<file path="config.mk">
export PLATFORM = sky130hd
export DESIGN_NAME = uop_queue_flat
export DESIGN_NICKNAME = d
export VERILOG_FILES = /design/src/rtl/uop_queue_if.sv /design/src/rtl/uop_queue.sv /design/src/flat_wrapper.sv
export SDC_FILE = /design/constraint.sdc
export NUM_CORES = 1
export LEC_CHECK = 0
export ABC_CLOCK_PERIOD_IN_PS = 4540
export CAP_MARGIN = 20
export CORE_ASPECT_RATIO = 1.75
export CORE_UTILIZATION = 30
export DETAILED_ROUTE_END_ITERATION = 10
export SETUP_SLACK_MARGIN = 0.2
export SYNTH_ARGS = -nofsm -noshare
export SYNTH_HDL_FRONTEND = slang
export SYNTH_SLANG_ARGS = --single-unit
</file>
<file path="constraint.sdc">
create_clock -name clk -period 4.54 [get_ports clk]
set_input_delay 0.908 -clock clk [delete_from_list [all_inputs] [get_ports clk]]
set_output_delay 0.908 -clock clk [all_outputs]
set_load 0.1 [all_outputs]
</file>
<file path="src/rtl/uop_queue_if.sv">
// Handshake bundle between the instruction cracker, the micro-op queue and the renamer.
// The master side is the cracker/renamer pair; the slave side is the queue itself.
interface uop_queue_if #(
    parameter int DEPTH = 16,
    parameter int WIDTH = 4,
    parameter int IN_W  = 2,
    parameter int UOP_W = 24
);
    logic                           flush;
    logic [IN_W*UOP_W-1:0]          enq_uops;
    logic [IN_W-1:0]                enq_valid;
    logic                           enq_ready;
    logic [WIDTH*UOP_W-1:0]         deq_uops;
    logic [WIDTH-1:0]               deq_valid;
    logic [$clog2(WIDTH+1)-1:0]     deq_take;
    logic [$clog2(DEPTH+1)-1:0]     count;

    modport master (
        output flush, enq_uops, enq_valid, deq_take,
        input  enq_ready, deq_uops, deq_valid, count
    );

    modport slave (
        input  flush, enq_uops, enq_valid, deq_take,
        output enq_ready, deq_uops, deq_valid, count
    );
endinterface

</file>
<file path="src/rtl/uop_queue.sv">
// Circular micro-op buffer: up to IN_W micro-ops in per cycle, oldest WIDTH presented
// in program order, consumed prefix retired, single-cycle flush on redirect.
module uop_queue #(
    parameter int DEPTH = 16,
    parameter int WIDTH = 4,
    parameter int IN_W  = 2,
    parameter int UOP_W = 24
) (
    input  logic        clk,
    input  logic        rst,
    uop_queue_if.slave  q
);
    localparam int PTR_W = $clog2(DEPTH);
    localparam int CNT_W = $clog2(DEPTH+1);
    localparam logic [CNT_W-1:0] ONE_C      = CNT_W'(1);
    localparam logic [CNT_W-1:0] READY_MAX  = CNT_W'(DEPTH - IN_W);

    logic [PTR_W-1:0] r_head;
    logic [PTR_W-1:0] r_tail;
    logic [CNT_W-1:0] r_count;
    logic [UOP_W-1:0] r_mem [DEPTH];

    logic [CNT_W-1:0] w_n_enq;
    logic [CNT_W-1:0] w_n_deq;
    logic [CNT_W-1:0] w_take;
    logic             w_run;
    logic             w_ready;
    logic             w_do_enq;
    logic             w_wr;

    // Only the leading run of valid slots counts; anything after the first gap is dropped.
    always_comb begin
        w_n_enq = '0;
        w_run   = 1'b1;
        for (int k = 0; k < IN_W; k++) begin
            if (w_run && q.enq_valid[k]) begin
                w_n_enq = w_n_enq + ONE_C;
            end else begin
                w_run = 1'b0;
            end
        end
    end

    assign w_ready  = (r_count <= READY_MAX);
    assign w_do_enq = w_ready && (w_n_enq != '0);
    assign w_wr     = w_do_enq && !q.flush && !rst;
    assign w_take   = CNT_W'(q.deq_take);
    assign w_n_deq  = (w_take > r_count) ? r_count : w_take;

    assign q.enq_ready = w_ready;
    assign q.count     = r_count;

    // Dequeue window is purely a function of registered state; no enqueue bypass.
    always_comb begin
        q.deq_uops  = '0;
        q.deq_valid = '0;
        for (int k = 0; k < WIDTH; k++) begin
            if (r_count > CNT_W'(k)) begin
                q.deq_valid[k]               = 1'b1;
                q.deq_uops[k*UOP_W +: UOP_W] = r_mem[r_head + PTR_W'(k)];
            end
        end
    end

    always_ff @(posedge clk) begin
        if (rst || q.flush) begin
            r_head  <= '0;
            r_tail  <= '0;
            r_count <= '0;
        end else begin
            r_head <= r_head + PTR_W'(w_n_deq);
            if (w_do_enq) begin
                r_tail  <= r_tail + PTR_W'(w_n_enq);
                r_count <= r_count + w_n_enq - w_n_deq;
            end else begin
                r_count <= r_count - w_n_deq;
            end
        end
    end

    // Storage is never cleared; occupancy alone decides what is visible.
    always_ff @(posedge clk) begin
        if (w_wr) begin
            for (int k = 0; k < IN_W; k++) begin
                if (CNT_W'(k) < w_n_enq) begin
                    r_mem[r_tail + PTR_W'(k)] <= q.enq_uops[k*UOP_W +: UOP_W];
                end
            end
        end
    end
endmodule

</file>
<file path="src/flat_wrapper.sv">
// flat-port wrapper written by rule: the top's interface ports become plain ports
module uop_queue_flat 
#(
    parameter int DEPTH = 16,
    parameter int WIDTH = 4,
    parameter int IN_W  = 2,
    parameter int UOP_W = 24
)
  (clk, rst, q_flush, q_enq_uops, q_enq_valid, q_deq_take, q_enq_ready, q_deq_uops, q_deq_valid, q_count);
  uop_queue_if #(.DEPTH(DEPTH), .WIDTH(WIDTH), .IN_W(IN_W), .UOP_W(UOP_W)) q_i ();
  input  logic clk;
  input  logic rst;
  input wire logic [$bits(q_i.flush)-1:0] q_flush;
  input wire logic [$bits(q_i.enq_uops)-1:0] q_enq_uops;
  input wire logic [$bits(q_i.enq_valid)-1:0] q_enq_valid;
  input wire logic [$bits(q_i.deq_take)-1:0] q_deq_take;
  output wire logic [$bits(q_i.enq_ready)-1:0] q_enq_ready;
  output wire logic [$bits(q_i.deq_uops)-1:0] q_deq_uops;
  output wire logic [$bits(q_i.deq_valid)-1:0] q_deq_valid;
  output wire logic [$bits(q_i.count)-1:0] q_count;
  assign q_i.flush = q_flush;
  assign q_i.enq_uops = q_enq_uops;
  assign q_i.enq_valid = q_enq_valid;
  assign q_i.deq_take = q_deq_take;
  assign q_enq_ready = q_i.enq_ready;
  assign q_deq_uops = q_i.deq_uops;
  assign q_deq_valid = q_i.deq_valid;
  assign q_count = q_i.count;
  uop_queue #(.DEPTH(DEPTH), .WIDTH(WIDTH), .IN_W(IN_W), .UOP_W(UOP_W)) u_core (.clk(clk), .rst(rst), .q(q_i));
endmodule
</file>
==> impl_results.md, run 1 <==
- Run status: finished with violations
- Violated checks: DRC
- Clock root cell: clkbuf_16
- Routed Antenna Nets: 0
- Clk buf depth: 3
- Seq/Total Area, Yosys: between 40% and 50%
- Area growth from synthesis to layout: 24.8%
- DR WL/cell: approximately 32 um
- Worst-path maximum fanout: 10
- Buffers on Ports: 161
- Met2 routed WL: 54700 um
- Maximum number of pins on one net before global-route repair: 130
- Synth Cell Area: roughly 0.028 mm2
- Die Span X: 234 um
- Critical path capture point type: primary output
- Residual DRC: 14
- Synth Flop Type: edfxtp_1
- Core ar.: slightly above 0.09 mm2
- Hold violation count in the final report: 0
- Setup ws final: approximately 0.21 ns
- Final GP Congestion: 0.888
- Synth Area in Compound Gates: roughly 4.8%
- CTS Buf Count: 39
- DRT met1 WL: about 38000 um
- Drt pass-1 iters: 10
- Fraction of layout instances using a drive strength above 1: between 40% and 50%
- Fin nets: around 2200
- Final Non-Filler Cells: 3308
- Initial drt markers: about 1700
- Flops & latches, synth: ~400
- Overall power: roughly 26000 uW
- Slew @ Worst Pin: 1.16 ns
- Pleak: around 0.011 uW
- Die area: approximately 0.095 mm2
- Place WS: ~0.054 ns
- Worst ir drop on vdd: between 0.9 and 1 mV
- Row cnt: ~150
- Vias: between 15000 and 20000
- Setup TNS: 0 ns
- Crit path required time: 3.63 ns
- Via/cell ratio: 6.01
- XOR/XNOR share of the synthesized area: 0.400%
- Met3 routed WL: ~6200 um
- Combinational family with the most area after synthesis: multiplexers
- Max frequency: between 200 and 250 MHz
- Clk pin slew, worst setup/hold paths: ~0.060 ns
- Setup-failing EPs final: 0
- Post-DP HPWL: 72300 um
- Mux contribution to synthesized area: between 40 and 50%
- Mapped Nets: 2082
- Syn Inst Count: roughly 2000
- Vias in the first global route: about 21000
- Simple-gate portion of the synthesized area: 3.50%
- Post-Synth Adder-Cell Area: roughly 1.2%
- Final period util: 95.3%
- Power Density: 748 mW/mm2
- H-tree depth: 2
- Grt ovf: 0
- Synth warn: 0
- Post-Syn Area per Cell: approximately 14 um2
- Worst-Skew Late Latency: 0.58 ns
- Max cap viols: 0
- Initial antenna violation count: 4
- Max-slew violations: 0
- Gr usage total: approximately 22%
- Hold Crit Class: register to register
- Wirelength, routed: about 110000 um
- Crit Path Class: register to primary output
- # placed instances: around 3200
- Worst path arrival time: approximately 3.4 ns
- Number of synthesized flops with an enable pin: between 300 and 400
- Uppermost layer routed: met5
- CTS tree: yes
- Relative slew slack: 23.0%
- Clock Sinks: about 400
- Ys async rst share: 0%
- # hold bufs at CTS: 0
- Clock skew: between 0.015 and 0.02 ns
- IO Pins: around 160
- Distinct cells, synth: 50
- Startpoint Class: register
- DIE HEIGHT: around 400 um
- Initial core utilization: 30.3%
- RSZ-0062 raised after global routing: yes
- First-pass GRT wire length: between 150000 and 200000 um
- Fin crit period: 4.33 ns
## where the power goes
part,internal [uW],switching [uW],leakage (uW)
registers,4080,89.7,0.00357
logic,6560,12100,0.00675
clock network,1950,1550,0.000628
## cell families (layout without fill, tap and decap cells)
| kind of cell | after synthesis | count (layout) |
|---|---|---|
| AO/OA/AOI/OAI | 201 | 201 |
| XOR/XNOR | 12 | 12 |
| adder cells (fa/ha/maj) | 25 | 25 |
| buffers and inverters | 234 | 340 |
| flip-flops | 397 | 397 |
| multiplexers | 931 | 931 |
| other | 0 | 1 |
| AND/OR/NAND/NOR | 201 | 201 |
## final timing paths
check	startpoint	endpoint	slack, ns	cells past startpoint
setup / recovery	u_core.r_head[1]$_SDFF_PP0_	q_deq_uops[63]	0.21	8
hold / removal	u_core.r_tail[0]$_SDFFE_PP0P_	u_core.r_tail[0]$_SDFFE_PP0P_	0.51	2
setup reg to reg	u_core.q.count[1]$_SDFF_PP0_	u_core.q.count[4]$_SDFF_PP0_	0.65	14
hold reg to reg	u_core.r_tail[0]$_SDFFE_PP0P_	u_core.r_tail[0]$_SDFFE_PP0P_	0.51	2
## critical path: stages, from the launching register on
cell      delay (ns)
dfxtp_4         0.40
inv_2           0.09
ha_2            0.61
and2_1          0.63
buf_4           0.37
a22oi_1         0.14
a21oi_1         0.25
a311oi_4        0.11
buf_12          0.23
## per-stage QoR
stage | utilization (%) | hold WS (ns) | area, um2
4_1_cts | 37.8 | 0.502 | 35100
3_5_place_dp | 36.4 | 0.491 | 33800
3_3_place_gp | 36.4 | 0.481 | 33800
6_report | 37.8 | 0.505 | 35100
2_1_floorplan | - | 0.466 | 29500
5_1_grt | 37.8 | 0.546 | 35100
## Yosys cell counts, types with 9 or more instances
| cell type | instances | area, um2 |
|---|---|---|
| mux2_2 | 386 | 4350 |
| edfxtp_1 | 384 | 11500 |
| mux2i_1 | 322 | 3220 |
| mux4_2 | 222 | 5000 |
| clkbuf_1 | 116 | 435 |
| nand2_1 | 93 | 349 |
| buf_2 | 73 | 365 |
| o22ai_1 | 72 | 450 |
| nand3_1 | 33 | 165 |
| a22oi_1 | 32 | 240 |
| o21ai_0 | 25 | 125 |
| a21oi_1 | 24 | 120 |
| inv_1 | 22 | 82.6 |
| ha_1 | 20 | 250 |
| a311oi_1 | 17 | 149 |
| nor2_1 | 17 | 63.8 |
| buf_1 | 14 | 52.6 |
| dfxtp_1 | 13 | 260 |
| a211oi_1 | 11 | 82.6 |
| and2_1 | 10 | 62.6 |
| buf_4 | 9 | 67.6 |
| nand2b_1 | 9 | 56.3 |
## routing by layer
metal | up-vias | GRT usage [%]
met4 | 6 | 14.5
met1 | 10400 | 24.9
met5 | - | 0
li1 | 8286 | -
met3 | 312 | 2.98
met2 | 910 | 38.8
## sequential cells by signal, summed over array words and instances, names as in the netlist
register	flops
u_core.r_mem	384
u_core.q.count	5
u_core.r_head	4
u_core.r_tail	4
## cell usage in the layout (no fill, tap or decap), drive strengths merged, types with 2 or more instances in the layout
cell type      count
dfxtp             13
a22oi             32
edfxtp           384
clkinvlp           4
clkdlybuf4s50     62
buf              187
and2              10
o311a              6
ha                20
mux2             387
nor3               5
nand2b             9
xor2               6
nand3             33
a311o              4
nand2            101
xnor2              6
a211oi            11
a311oi            17
bufinv             5
or3                8
nor4               3
a21o               2
mux2i            322
nor2b              6
a21oi             24
nor2              17
mux4             222
o21ai             25
or2                3
clkbuf            49
inv               24
a2111oi            2
a31oi              2
clkinv             9
o22ai             72
fa                 5
## repair_timing
item	in CTS	in global routing
endpoints found under the hold margin	0	0
gates resized for setup	0	6
endpoints found under the setup margin	0	10
buffers inserted	0	0
## final cells by class
class / instances / area [um2]
fill: 8591 / 57800
multi-input combinational: 1370 / 17000
sequential: 397 / 11800
timing repair buffer: 249 / 3440
tap: 1200 / 1500
clock buffer: 49 / 1060
clock inverter: 20 / 253
inverter: 22 / 82.6
antenna: 1 / 2.50
Note: power is estimated with default switching activity, not from simulation.
==> run 2: changes to the inputs <==
- ABC_AREA: unset -> 1
==> run 2 against run 1 <==
  * The run now ends clean
  * Sequential share of layout area decreased by 1.1 points
  * Non-clock buffer count grew 47
  * Cell count is 81% higher
  * Power grew 7.5%
  * First-iteration DRC count grew to 3.1 times the previous value
  * Design area rose by 3.2%
  * Via count up 77%
  * Critical path depth unchanged
  * Fmax decreased by 0.32%
  * Highest routed layer unchanged
==> impl_results.md, run 2 <==
- Fin nets: approximately 4700
- CTS Buf Count: 41
- First-pass GRT wire length: around 220000 um
- Largest Register: u_core.r_mem
- Slew @ Worst Pin: approximately 1.2 ns
- Overall power: approximately 28000 uW
- Crit Path Class: register to primary output
- Die Span X: roughly 240 um
- Hold Crit Class: register to register
- Crit path required time: approximately 3.6 ns
- Seq/Total Area, Yosys: between 30% and 40%
- Area growth from synthesis to layout: 18.5%
- CP peak stage delay: roughly 0.55 ns
- Initial core utilization: between 30% and 40%
- Commonest non-fill, non-tap cells in the layout: nand2_1 (1841), nand3_1 (1475), edfxtp_1 (384), nor2_1 (248), buf_12 (131)
- Commonest cells in the netlist: nand2_1 (1853), nand3_1 (1478), edfxtp_1 (384)
- Row cnt: ~150
- Net Sw Frac: between 50% and 60%
- CTS tree: yes
- Combinational family with the most area after synthesis: simple AND/OR/NAND/NOR gates
- Routed Antenna Nets: 0
- Worst Path Buf+Inv: 3
- Largest register FFs: around 380
- Max stage delay cell, worst path: buf_12
- Yosys top cell area share: 37.7%
- Clock Power Share: between 10% and 20%
- Number of synthesized flops with an enable pin: about 380
- Logic gate share of total power: slightly above 70%
- Worst ir drop on vdd: slightly below 1 mV
- Commonest non-fill, non-tap cell in the layout: nand2_1
- Mapped Nets: about 4800
- Place WS: ~0.4 ns
- Mux contribution to synthesized area: 0%
- Core ar.: just over 0.1 mm2
- Pint: 11800 uW
- Hold violation count in the final report: 0
- Buffers on Ports: ~160
- Pleak: 0.0156 uW
- Max-slew violations: 0
- Wirelength, routed: 154000 um
- Critical path, cell by cell: inv_6 > buf_12 > nand3_1 > nand3_1 > nand2_1 > nor2_1 > nor2_1 > buf_12
- Run status: completed
- Post-Syn Area per Cell: approximately 6.5 um2
- RSZ-0062 raised after global routing: yes
- H-tree depth: 2
- Worst Hold Margin: 0.549 ns
- Setup-failing EPs final: 0
- Fraction of layout instances using a drive strength above 1: roughly a tenth
- Clock skew: between 0.03 and 0.04 ns
- Clock root cell: clkbuf_16
- DR WL/cell: around 26 um
- Post-Synth Adder-Cell Area: approximately 1.1%
- Maximum number of pins on one net before global-route repair: about 130
- Worst-Skew Late Latency: ~0.6 ns
- Final period util: a little over nine tenths
- Switch Pwr: about 16000 uW
- Via/cell ratio: 5.88
- Residual DRC: 0
- Gr usage total: 28.8%
- Synth warn: 0
- Setup ws final: 0.199 ns
- Largest area contributor in the netlist: edfxtp_1
- Final Instance Area: ~0.036 mm2
- Max cap viols: 0
- Synth Cell Area: ~0.03 mm2
- # hold bufs at CTS: 0
- Synth top area cells: edfxtp_1 (38%), nand3_1 (24%), nand2_1 (23%), nor2_1 (4.0%), clkbuf_1 (2.6%)
- Worst path arrival time: about 3.4 ns
- Ys async rst share: 0%
- Max frequency: between 200 and 250 MHz
- Most common cell in the netlist: nand2_1
- Synth Flop Type: edfxtp_1
- Die area: 0.103 mm2
- Kind of cell adding the most delay to the critical path: simple AND/OR/NAND/NOR gates
- Sequential Power Share: between 10 and 15%
- Worst-path maximum fanout: roughly 120
- Critical path capture point type: primary output
- Relative slew slack: around a fifth
- Clk pin slew, worst setup/hold paths: approximately 0.070 ns
- Clock Sinks: about 400
- Final GP Congestion: ~0.95
- Grt ovf: 0
- Vias: approximately 35000
- Synth Area in Compound Gates: under 10%
- Drt pass-1 iters: 6
- XOR/XNOR share of the synthesized area: less than 1%
- Area after DPL: between 0.03 and 0.04 mm2
- Vias in the first global route: between 30000 and 40000
- Startpoint Class: register
- DIE HEIGHT: 425 um
- Fin crit period: ~4.3 ns
- Distinct cells, synth: 28
- Initial drt markers: ~5400
- Power Density: 779 mW/mm2
- Initial antenna violation count: 16
- Clk buf depth: 3
- Flops & latches, synth: between 300 and 400
- Setup TNS: 0 ns
- Simple-gate portion of the synthesized area: between 50 and 60%
- IO Pins: ~160
- Syn Inst Count: roughly 4700
- Post-DP HPWL: about 99000 um
==> run 2: worst paths after layout <==
kind / from / to / slack (ns) / cells after the start
setup / recovery: u_core.r_head[1]$_SDFF_PP0_ / q_deq_uops[13] / 0.20 / 8
hold / removal: u_core.r_tail[0]$_SDFFE_PP0P_ / u_core.r_tail[0]$_SDFFE_PP0P_ / 0.55 / 2
setup reg to reg: u_core.q.count[1]$_SDFF_PP0_ / u_core.q.count[4]$_SDFF_PP0_ / 1.14 / 18
hold reg to reg: u_core.r_tail[0]$_SDFFE_PP0P_ / u_core.r_tail[0]$_SDFFE_PP0P_ / 0.55 / 2
==> run 2: cell type report <==
class	count	area (um2)
Fill cell	10600	64700
Tap cell	1326	1660
Sequential cell	397	11800
Antenna cell	13	32.5
Clock buffer	50	1100
Inverter	54	221
Clock inverter	26	238
Multi-Input combinational cell	3815	17200
Timing Repair Buffer	296	4040
==> run 2: cell families after synthesis <==
| kind of cell | after synthesis |
|---|---|
| AOI/OAI and AO/OA | 73 |
| and+or+nand+nor | 3710 |
| adders and majority gates | 25 |
| DFF | 397 |
| buffers and inverters | 499 |
| xor gates and xnor gates | 7 |
==> run 2: power groups by stage <==
stage,Clock [uW],Sequential [uW],Combinational (uW)
after floorplan,0,4300,12100
after global placement,0,4260,20200
after detailed placement,0,4260,20200
after CTS,3590,4180,20200
after global routing,3710,4190,21200
final,3610,4190,20500
==> run 2: per-layer routing <==
layer	global-route usage, %	share of wire, %
met2	47.0	46
met1	33.2	34
met4	22.9	8.9
met3	5.42	11
met5	0	0.027
==> run 2: tightest hold or removal path, stage by stage (launching register included) <==
cell	delay [ns]
dfxtp_1	0.34
inv_1	0.10
a21oi_1	0.06
==> run 2: stage by stage <==
stage / instances / utilization, %
floorplan: 4711 / -
global placement: 5886 / 34.5
detailed placement: 5886 / 34.5
CTS: 5962 / 35.8
global route: 5974 / 35.9
finish: 5977 / 35.9
==> run 2: repair_timing <==
action	CTS	global route
endpoints found under the hold margin	0	0
endpoints found under the setup margin	0	1
gates resized for setup	0	1
buffers inserted	0	0
